==> src/rtl/subtractor_serial.sv <==
// Serial subtractor: I_IN1 - I_IN2 with borrow-out, D bits per cycle from the LSB up.
// Latency: N = W/D cycles from acceptance to O_VALID; one IDLE cycle always follows a result handshake.
// Backpressure: O_READY only in IDLE; the result is held in DONE until I_READY.
// Optional build macro SUBTRACTOR_SERIAL_SAT_EN: saturate an underflowing difference to zero.
module subtractor_serial #(
    parameter int W = 16,
    parameter int D = 1
) (
    input  logic         I_CLK,
    input  logic         I_RST_N,
    input  logic [W-1:0] I_IN1,
    input  logic [W-1:0] I_IN2,
    input  logic         I_VALID,
    output logic         O_READY,
    output logic [W:0]   O_OUT,
    output logic         O_VALID,
    input  logic         I_READY
);

    localparam int N  = W / D;
    localparam int CW = (N > 1) ? $clog2(N) : 1;

    typedef enum logic [1:0] {
        ST_IDLE = 2'd0,
        ST_RUN  = 2'd1,
        ST_DONE = 2'd2
    } state_t;

    state_t          state_q, state_d;
    logic [W-1:0]    a_q, a_d;
    logic [W-1:0]    b_q, b_d;
    logic [W-1:0]    res_q, res_d;
    logic [W-1:0]    res_shift;
    logic            borrow_q, borrow_d;
    logic [CW-1:0]   cnt_q, cnt_d;
    logic [D-1:0]    diff_c;
    logic            bout_c;
    logic            accept;
    logic            last;

    assign accept = (state_q == ST_IDLE) && I_VALID;
    assign last   = (state_q == ST_RUN) && (cnt_q == CW'(N - 1));

    // Ripple chain of D full-subtractor cells fed from the borrow register.
    always_comb begin
        diff_c = '0;
        bout_c = borrow_q;
        for (int i = 0; i < D; i++) begin
            diff_c[i] = a_q[i] ^ b_q[i] ^ bout_c;
            bout_c    = (~a_q[i] & b_q[i]) | (~(a_q[i] ^ b_q[i]) & bout_c);
        end
    end

    generate
        if (D == W) begin : g_full
            assign res_shift = diff_c;
        end else begin : g_part
            assign res_shift = {diff_c, res_q[W-1:D]};
        end
    endgenerate

    always_ff @(posedge I_CLK or negedge I_RST_N) begin
        if (!I_RST_N) begin
            state_q <= ST_IDLE;
        end else begin
            state_q <= state_d;
        end
    end

    always_comb begin
        state_d = state_q;
        case (state_q)
            ST_IDLE: if (accept)  state_d = ST_RUN;
            ST_RUN:  if (last)    state_d = ST_DONE;
            ST_DONE: if (I_READY) state_d = ST_IDLE;
            default:              state_d = ST_IDLE;
        endcase
    end

    always_comb begin
        O_READY = (state_q == ST_IDLE);
        O_VALID = (state_q == ST_DONE);
        O_OUT   = {borrow_q, res_q};
    end

    always_comb begin
        a_d      = a_q;
        b_d      = b_q;
        res_d    = res_q;
        borrow_d = borrow_q;
        cnt_d    = cnt_q;
        if (accept) begin
            a_d      = I_IN1;
            b_d      = I_IN2;
            borrow_d = 1'b0;
            cnt_d    = '0;
        end else if (state_q == ST_RUN) begin
            a_d      = a_q >> D;
            b_d      = b_q >> D;
            res_d    = res_shift;
            borrow_d = bout_c;
            cnt_d    = cnt_q + 1'b1;
`ifdef SUBTRACTOR_SERIAL_SAT_EN
            if (last && bout_c) begin
                res_d = '0;
            end
`else
`endif
        end
    end

    always_ff @(posedge I_CLK or negedge I_RST_N) begin
        if (!I_RST_N) begin
            a_q      <= '0;
            b_q      <= '0;
            res_q    <= '0;
            borrow_q <= 1'b0;
            cnt_q    <= '0;
        end else begin
            a_q      <= a_d;
            b_q      <= b_d;
            res_q    <= res_d;
            borrow_q <= borrow_d;
            cnt_q    <= cnt_d;
        end
    end

endmodule

==> config.mk <==
export PLATFORM = sky130hd
export DESIGN_NAME = subtractor_serial
export DESIGN_NICKNAME = d
export VERILOG_FILES = /design/src/rtl/subtractor_serial.sv
export SDC_FILE = /design/constraint.sdc
export NUM_CORES = 1
export LEC_CHECK = 0
export BUFFER_PORTS_ARGS = -buffer_cell sky130_fd_sc_hd__buf_2
export CAP_MARGIN = 25
export CORE_ASPECT_RATIO = 1.2
export CORE_MARGIN = 3
export CORE_UTILIZATION = 57
export DETAILED_ROUTE_END_ITERATION = 10
export PLACE_DENSITY = 0.94
export RECOVER_POWER = 50
export SLEW_MARGIN = 20
export SYNTH_ARGS = -nofsm -noshare
export SYNTH_HDL_FRONTEND = slang
export SYNTH_SLANG_ARGS = --single-unit
==> constraint.sdc <==
create_clock -name I_CLK -period 3.3 [get_ports I_CLK]
set_clock_uncertainty 0.15 [all_clocks]
set_input_delay 0.33 -clock I_CLK [delete_from_list [all_inputs] [get_ports I_CLK]]
set_output_delay 0.33 -clock I_CLK [all_outputs]
set_load 0.1 [all_outputs]
Yosys cells after proc, flatten, opt, wreduce, memory -nomap -nowiden
Index checks and enable logic that the tools add are counted.
Word-level totals
  register bits after elaboration: 55
  logic and storage cells: 39
  input bits: 36
  output and inout bits: 19
Cells by class
  reduce and logical (&&, ||, !) cells: 6
  add/subtract/negate cells: 1
  bitwise operators: 8
  multiplexer cells: 12
  eq/ne operators: 6
Operators with widths (number)
  two-way mux 16 bit: 4
  two-way mux 4 bit: 2
  two-way mux 2 bit: 3
  one-hot mux 2 bit (3 select lines): 1
  adder 4 x 1 -> 4 bit (second input constant): 1
  == test 4 bit (second input constant): 1
  inequality test 2 x 1 -> 1 bit (second input constant): 2
  NOT 1 bit: 3
  AND reduction 3 bit: 1
  AND 1 bit: 2
  == test 2 x 1 -> 1 bit (second input constant): 1
  == test 2 bit (second input constant): 1
  logical AND 1 bit: 2
  logical NOT 2 bit: 1
  two-way mux 1 bit: 2
  inequality test 2 bit (second input constant): 1
  AND reduction 2 bit: 1
  nonzero test 2 bit: 1
  XOR 1 bit: 2
  bitwise OR 1 bit: 1

Depth between registers and ports, before layout
Gate-level depths: netlist of the first run.
  depth in word-level cells: 6
  gate-level depth with buffers: 6
  depth with buffers taken out: 4

Worst setup path before layout of the first run
OpenSTA, ideal clock, no wires.
  path type: reg-to-output
  start: register state_q[1]
  end: output port O_VALID
  path buffers: 0
  stages on the path, launching flop included: 2
  data arrival time: 1.810 ns
  setup slack: 1.010 ns
  path through: dfrtp_1 nor2b_1
On the way
  longest elaborated chain between the ends: 1
Ends and longest elaborated chain
  from (decl): RTL line 29  | state_t state_q, state_d;
  from (signal assigned): RTL line 66  | state_q <= state_d;
  == test 2 bit: RTL line 82  | O_VALID = (state_q == ST_DONE);
  to (decl): RTL line 16  | output logic O_VALID,
No other way between the ends.

==> results of run 1 <==
## timing repair
| action | CTS | global route |
|---|---|---|
| hold buffers | 1 | 0 |
| hold endpoints to repair | 33 | 0 |
| buffers inserted | 0 | 0 |
## through the flow
step / setup slack (ns) / hold WS [ns]
after floorplan: 1.01 / -0.116
final: 1.00 / 0.0802
after global placement: 1.30 / 0.277
after detailed placement: 1.24 / 0.283
after CTS: 1.22 / 0.0770
after global routing: 0.672 / 0.0910
## worst max-delay path, delay by kind of cell
kind                   cells  cell delay, ns
buffers and inverters      3            2.05
## placed cells by master, fill, tap and decap left out, drive strengths merged, types with 2 or more instances in the layout
master,n
nand2,115
dfrtp,55
buf,40
a22oi,30
clkbuf,26
o21ai,6
nor2b,3
inv,2
nand2b,2
o21bai,2
## final timing paths
kind,to,from
max,b_q[6],I_RST_N
min,b_q[15],I_IN2[15]
max reg2reg,b_q[3],state_q[0]
min reg2reg,a_q[0],a_q[0]
max in group I_CLK,O_OUT[16],borrow_q
min in group asynchronous,a_q[12],I_RST_N
## area by class of cell
cell class                      count  area (µm²)
Inverter                            2        7.51
Sequential cell                    55        1380
Multi-Input combinational cell    168         853
Fill cell                         315        1090
Timing Repair Buffer               59         289
Clock buffer                        8         100
Tap cell                           52        65.1
## sequential cells by signal, summed over array words and instances, names as in the netlist
register,cells
b_q,16
state_q,2
cnt_q,4
a_q,16
borrow_q,1
res_q,16
## kinds of logic after synthesis
kind of cell	Yosys count	synth area share
fa+ha+maj	2	0.0139
simple gates	124	0.210
flops	55	0.587
buf+inv	19	0.0587
compound gates	41	0.126
mux	1	0.00427
## per-layer routing
layer | vias up | global-route usage
met5 | - | 0
met4 | 0 | 0.0698
met3 | 7 | 0.0339
met2 | 63 | 0.331
met1 | 879 | 0.267
li1 | 889 | -
==> impl_results.md, run 1 <==
* Leading area contributor after synthesis: dfrtp_1
* WL met1 at 1.93 mm
* Initial drt markers at 130
* Port bufs at 54
* DR vias at 1838
* Global-route wire length before repair at 7.82 mm
* Metal3 WL at 317 µm
* Detailed-route vias per instance at 5.34
* # clock sinks at 55
* Die width at 64.6 µm
* Total GRT Usage at 0.201
* Syn_nets at 280
* Top FF cell, synth: dfrtp_1
* N_diodes at 0
* Crit end category: asynchronous set/reset pin
* Gate Count Post-Synth at 242
* # setup viols final at 0
* Hold Vio Cnt, Final at 0
* Area grow syn2layout at 14.8%
* Sequential-to-total area share from yosys stat at 0.587
* DRC errors left at 0
* I/O pin count at 55
* CTS Buf Count at 5
* Die Y at 76.3 µm
* Number of global-route vias before repair at 1766
* CP max stage cell: clkbuf_1
* Initial antenna violation count at 0
* Core footprint at 0.00378 mm²
* DR pass1 iterations at 5
* CP max FO at 34
* Most common cell in the netlist: nand2_1
* Min cycle time layout at 2.30 ns
* Max-slew violation count at 0
* Hold Crit Depth at 3
* Worst path max stage delay at 0.94 ns
* Share of cells above drive strength 1 at 0.171
* Worst Setup Start Kind: input pin
* Ys async rst share at 1.00
* Synth top cells by count: 115 x nand2_1, 55 x dfrtp_1, 30 x a22oi_1
* Worst R2R Path Depth at 4
* RSZ-0062 raised after global routing: no
* CP Class: in2async
* Finished Layout Cells at 344
* Hold WC Path Type: in2reg
* Dpl cell area at 0.00259 mm²
* Fmax at 435 MHz
* Routability congestion estimate at 0.728
* Post-synthesis cell type count at 23
* Mean Syn Cell Area at 9.69 µm²
* Final worst path period share at 0.697
* Headroom to the max-slew limit at 0.209
* Slew at the pin closest to its max-slew limit at 1.19 ns
* PostCTS Resize Cnt at 0
* Root Driver: clkbuf_8
* Routed Antenna Nets at 0
* # rows at 24
* Routed length per placed instance at 13.3 µm
* Clock Latency Late Sink at 0.30 ns
* Post-route setup TNS at 0 ns
* Die footprint at 0.00492 mm²
* GR Overflow Total at 0
* Outcome: finished, final reports clean
* Critical-path cell list: dlygate4sd3_1, buf_2, clkbuf_1
* Core Util, Final at 0.711
* Longest Clk Path Bufs at 2
* CTS tree: done
* EDFF count, synth at 0
* Max layer used: met4
* H-tree depth at 2
* Reg2Reg Setup Slack at 1.39 ns
* Yosys warning total at 0
* Post-route cell area at 0.00269 mm²
* Post-DP HPWL at 3.16 mm
* Drt total wl at 4.56 mm
* WL met2 at 2.26 mm
* Max Cap Viol at 0
* Worst EP required at 3.39 ns
* Placed Cells at 334
* Largest net degree at the start of global routing at 35
* Initial Utilization at 0.620
* Clock transition at the registers of the reported paths at 0.09 ns
* Final #Nets at 329
* CP arrival at 2.39 ns
* Flops & latches, synth at 55
* Post-Syn Area at 0.00234 mm²
* Leading post-synthesis cells by cell area: dfrtp_1 59%, nand2_1 18%, a22oi_1 9.6%, buf_4 2.6%, buf_6 1.9%
* Top cell type's share of synthesized area at 0.587
Power of run 1 is not shown: default switching activity piles up to over one toggle a cycle in this logic, so the estimate is an artifact.
==> run 2, diff against run 1 <==
--- a/config.mk
+++ b/config.mk
@@ -9,9 +9,9 @@
 export CAP_MARGIN = 25
 export CORE_ASPECT_RATIO = 1.2
 export CORE_MARGIN = 3
-export CORE_UTILIZATION = 57
+export CORE_UTILIZATION = 48
 export DETAILED_ROUTE_END_ITERATION = 10
-export PLACE_DENSITY = 0.94
+export PLACE_DENSITY = 0.85
 export RECOVER_POWER = 50
 export SLEW_MARGIN = 20
 export SYNTH_ARGS = -nofsm -noshare
==> constraint.sdc (replaced) <==
create_clock -name I_CLK -period 2 [get_ports I_CLK]
set_clock_uncertainty 0.15 [all_clocks]
set_input_delay 0.2 -clock I_CLK [delete_from_list [all_inputs] [get_ports I_CLK]]
set_output_delay 0.2 -clock I_CLK [all_outputs]
set_load 0.1 [all_outputs]
==> run 2 against run 1 <==
Net effect: hold slack gained 0.17 ns; via count grew 6.8%; critical path depth shrank 1; cell area grew 16%; non-clock buffer count grew 39; wire length grew 16%; first-iteration DRC count grew 7.7%; clock-buffer cell count shrank 3; flip-flop and latch count is the same; die area grew 17%; sequential share of layout area shrank 6.9 points; global-route usage grew 0.059 points; critical endpoint is now O_VALID.
==> impl_results.md, run 2 (synthesized netlist as in run 1, its figures left out) <==
* RSZ-0062 raised after global routing: no
* Routed Antenna Nets at 0 (unchanged)
* CP max FO at 6 (-82%)
* Fmax at 575 MHz
* WL met1 at 2.24 mm (+16%)
* CP Class: reg2out
* Die width at 69.8 µm (+8.1%)
* Total GRT Usage at 0.201 (+0.000585)
* Max-slew violation count at 0 (unchanged)
* Critical-path cell list: nor2b_2, buf_2
* Outcome: finished, final reports clean
* Worst path max stage delay at 0.46 ns (-0.48 ns)
* P per Cell Area at 1760 mW/mm²
* Setup Fix Bufs, Post-CTS at 0 (unchanged)
* # rows at 27 (+13%)
* Number of fillers in the final layout at 380 (+21%)
* Die Y at 82.6 µm (+8.3%)
* Number of global-route vias before repair at 2058 (+17%)
* Clock transition at the registers of the reported paths at 0.10 ns (about the same)
* Worst R2R Start: state_q[0]
* Drt total wl at 5.29 mm (+16%)
* CP arrival at 1.39 ns (-1.00 ns)
* Root Driver: clkbuf_8
* Worst Setup Start Kind: register
* Final #Nets at 368 (+12%)
* Port bufs at 54 (unchanged)
* Routed length per placed instance at 13.6 µm (+2.4%)
* Final worst path period share at 0.870
* Worst vdd ir at 0.000728 V
* DRC errors left at 0 (unchanged)
* DR pass1 iterations at 5 (unchanged)
* CP max stage cell: dfrtp_1
* Critical path's top delay family: flip-flops
* Worst Setup SP: state_q[1]
* Largest net degree at the start of global routing at 39 (+11%)
* Crit end category: output pin
* Headroom to the max-slew limit at 0.327 (+0.118)
* Die footprint at 0.00576 mm² (+17%)
* Longest Clk Path Bufs at 2 (unchanged)
* # setup viols final at 0 (unchanged)
* Initial Utilization at 0.503 (-0.117)
* Initial antenna violation count at 0 (unchanged)
* Worst R2R Path Depth at 4 (unchanged)
* Min cycle time layout at 1.74 ns
* Top Registers: a_q: 16 flops, b_q: 16 flops, res_q: 16 flops
* DR vias at 1963 (+6.8%)
* Crit path to: O_VALID
* Detailed-route vias per instance at 5.05 (-5.6%)
* Hold WC Path Type: in2reg
* Slew at the pin closest to its max-slew limit at 1.01 ns (-0.176 ns)
* Core Util, Final at 0.668 (-0.0436)
* WL met2 at 2.70 mm (+20%)
* Initial drt markers at 140 (+7.7%)
* Commonest non-fill, non-tap cell in the layout: nand2_1
* # clock sinks at 55 (unchanged)
* Worst EP required at 1.65 ns (-1.74 ns)
* Area of the multi-input gates at 831 µm² (-2.6%)
* Reg2Reg Setup Slack at 0.34 ns (-1.05 ns)
* CTS Buf Count at 5 (unchanged)
* H-tree depth at 2 (unchanged)
* N_diodes at 0 (unchanged)
* PostCTS Resize Cnt at 0 (unchanged)
* Hold Vio Cnt, Final at 0 (unchanged)
* GR Overflow Total at 0 (unchanged)
* Max Cap Viol at 0 (unchanged)
* Metal3 WL at 299 µm (-5.7%)
* I/O pin count at 55 (unchanged)
* Core footprint at 0.00466 mm² (+23%)
* P_leak at 1.64 nW
* Global-route wire length before repair at 9.25 mm (+18%)
* CTS Hold Bufs at 34 (+33)
* Worst r2r dst: b_q[8]
* Area grow syn2layout at 32.8%
* Clock Latency Late Sink at 0.31 ns (about the same)
* Max layer used: met4
* Post-DP HPWL at 3.41 mm (+8.1%)
* Post-route setup TNS at 0 ns (unchanged)
* CTS tree: done
* CP Buf/Inv Count at 1 (-2)
* Routability congestion estimate at 0.782 (+7.4%)
* Share of cells above drive strength 1 at 0.224 (+0.0523)
* Crit path depth at 2 (-1)
* Commonest non-fill, non-tap cells in the layout: 115 x nand2_1, 55 x dfrtp_1, 53 x buf_2, 34 x dlygate4sd3_1, 30 x a22oi_1
* Reg area at 0.00138 mm² (unchanged)
==> run 2: layout make-up <==
type,instances,share of cell area
Clock buffer,5,0.0221
Timing Repair Buffer,98,0.221
Clock inverter,3,0.0217
Tap cell,58,0.0233
Multi-Input combinational cell,168,0.267
Sequential cell,55,0.442
Inverter,2,0.00241
==> run 2: worst register-to-register path, delay by kind of cell (launching register included) <==
family          cells  cell delay (ns)
buf+inv             1             0.29
flops               1             0.46
simple gates        2             0.59
compound gates      1             0.11
==> run 2: how the worst min path moves through the flow <==
stage,start,end,cells past startpoint
floorplan,I_RST_N,a_q[0],0
global placement,I_RST_N,cnt_q[2],1
detailed placement,I_RST_N,a_q[15],1
CTS,I_RST_N,borrow_q,2
global route,I_VALID,a_q[7],5
finish,I_VALID,a_q[4],5
==> run 2: per-layer routing <==
metal	global-route usage	vias up
met3	0.0375	4
met4	0.0460	0
li1	-	971
met2	0.364	58
met5	0	-
met1	0.253	930
==> run 2: where the power goes <==
group / switching (mW) / internal (mW)
clock: 0.372 / 0.499
combinational: 2.04 / 0.664
sequential: 0.309 / 1.59
total: 2.72 / 2.75
==> run 2: through the flow <==
| stage | power [mW] | setup WS, ns | hold WS [ns] | cells | cell area, µm² |
|---|---|---|---|---|---|
| after floorplan | 4.14 | 0.298 | -0.246 | 242 | 2350 |
| after CTS | 5.52 | 0.157 | 0.205 | 389 | 3140 |
| after global routing | 5.82 | 0.117 | 0.292 | 389 | 3110 |
| final | 5.47 | 0.260 | 0.255 | 389 | 3110 |
| after detailed placement | 4.61 | 0.444 | 0.00972 | 347 | 2670 |
| after global placement | 4.49 | 0.512 | 0.0105 | 347 | 2670 |
(Power assumes the default switching activity.)
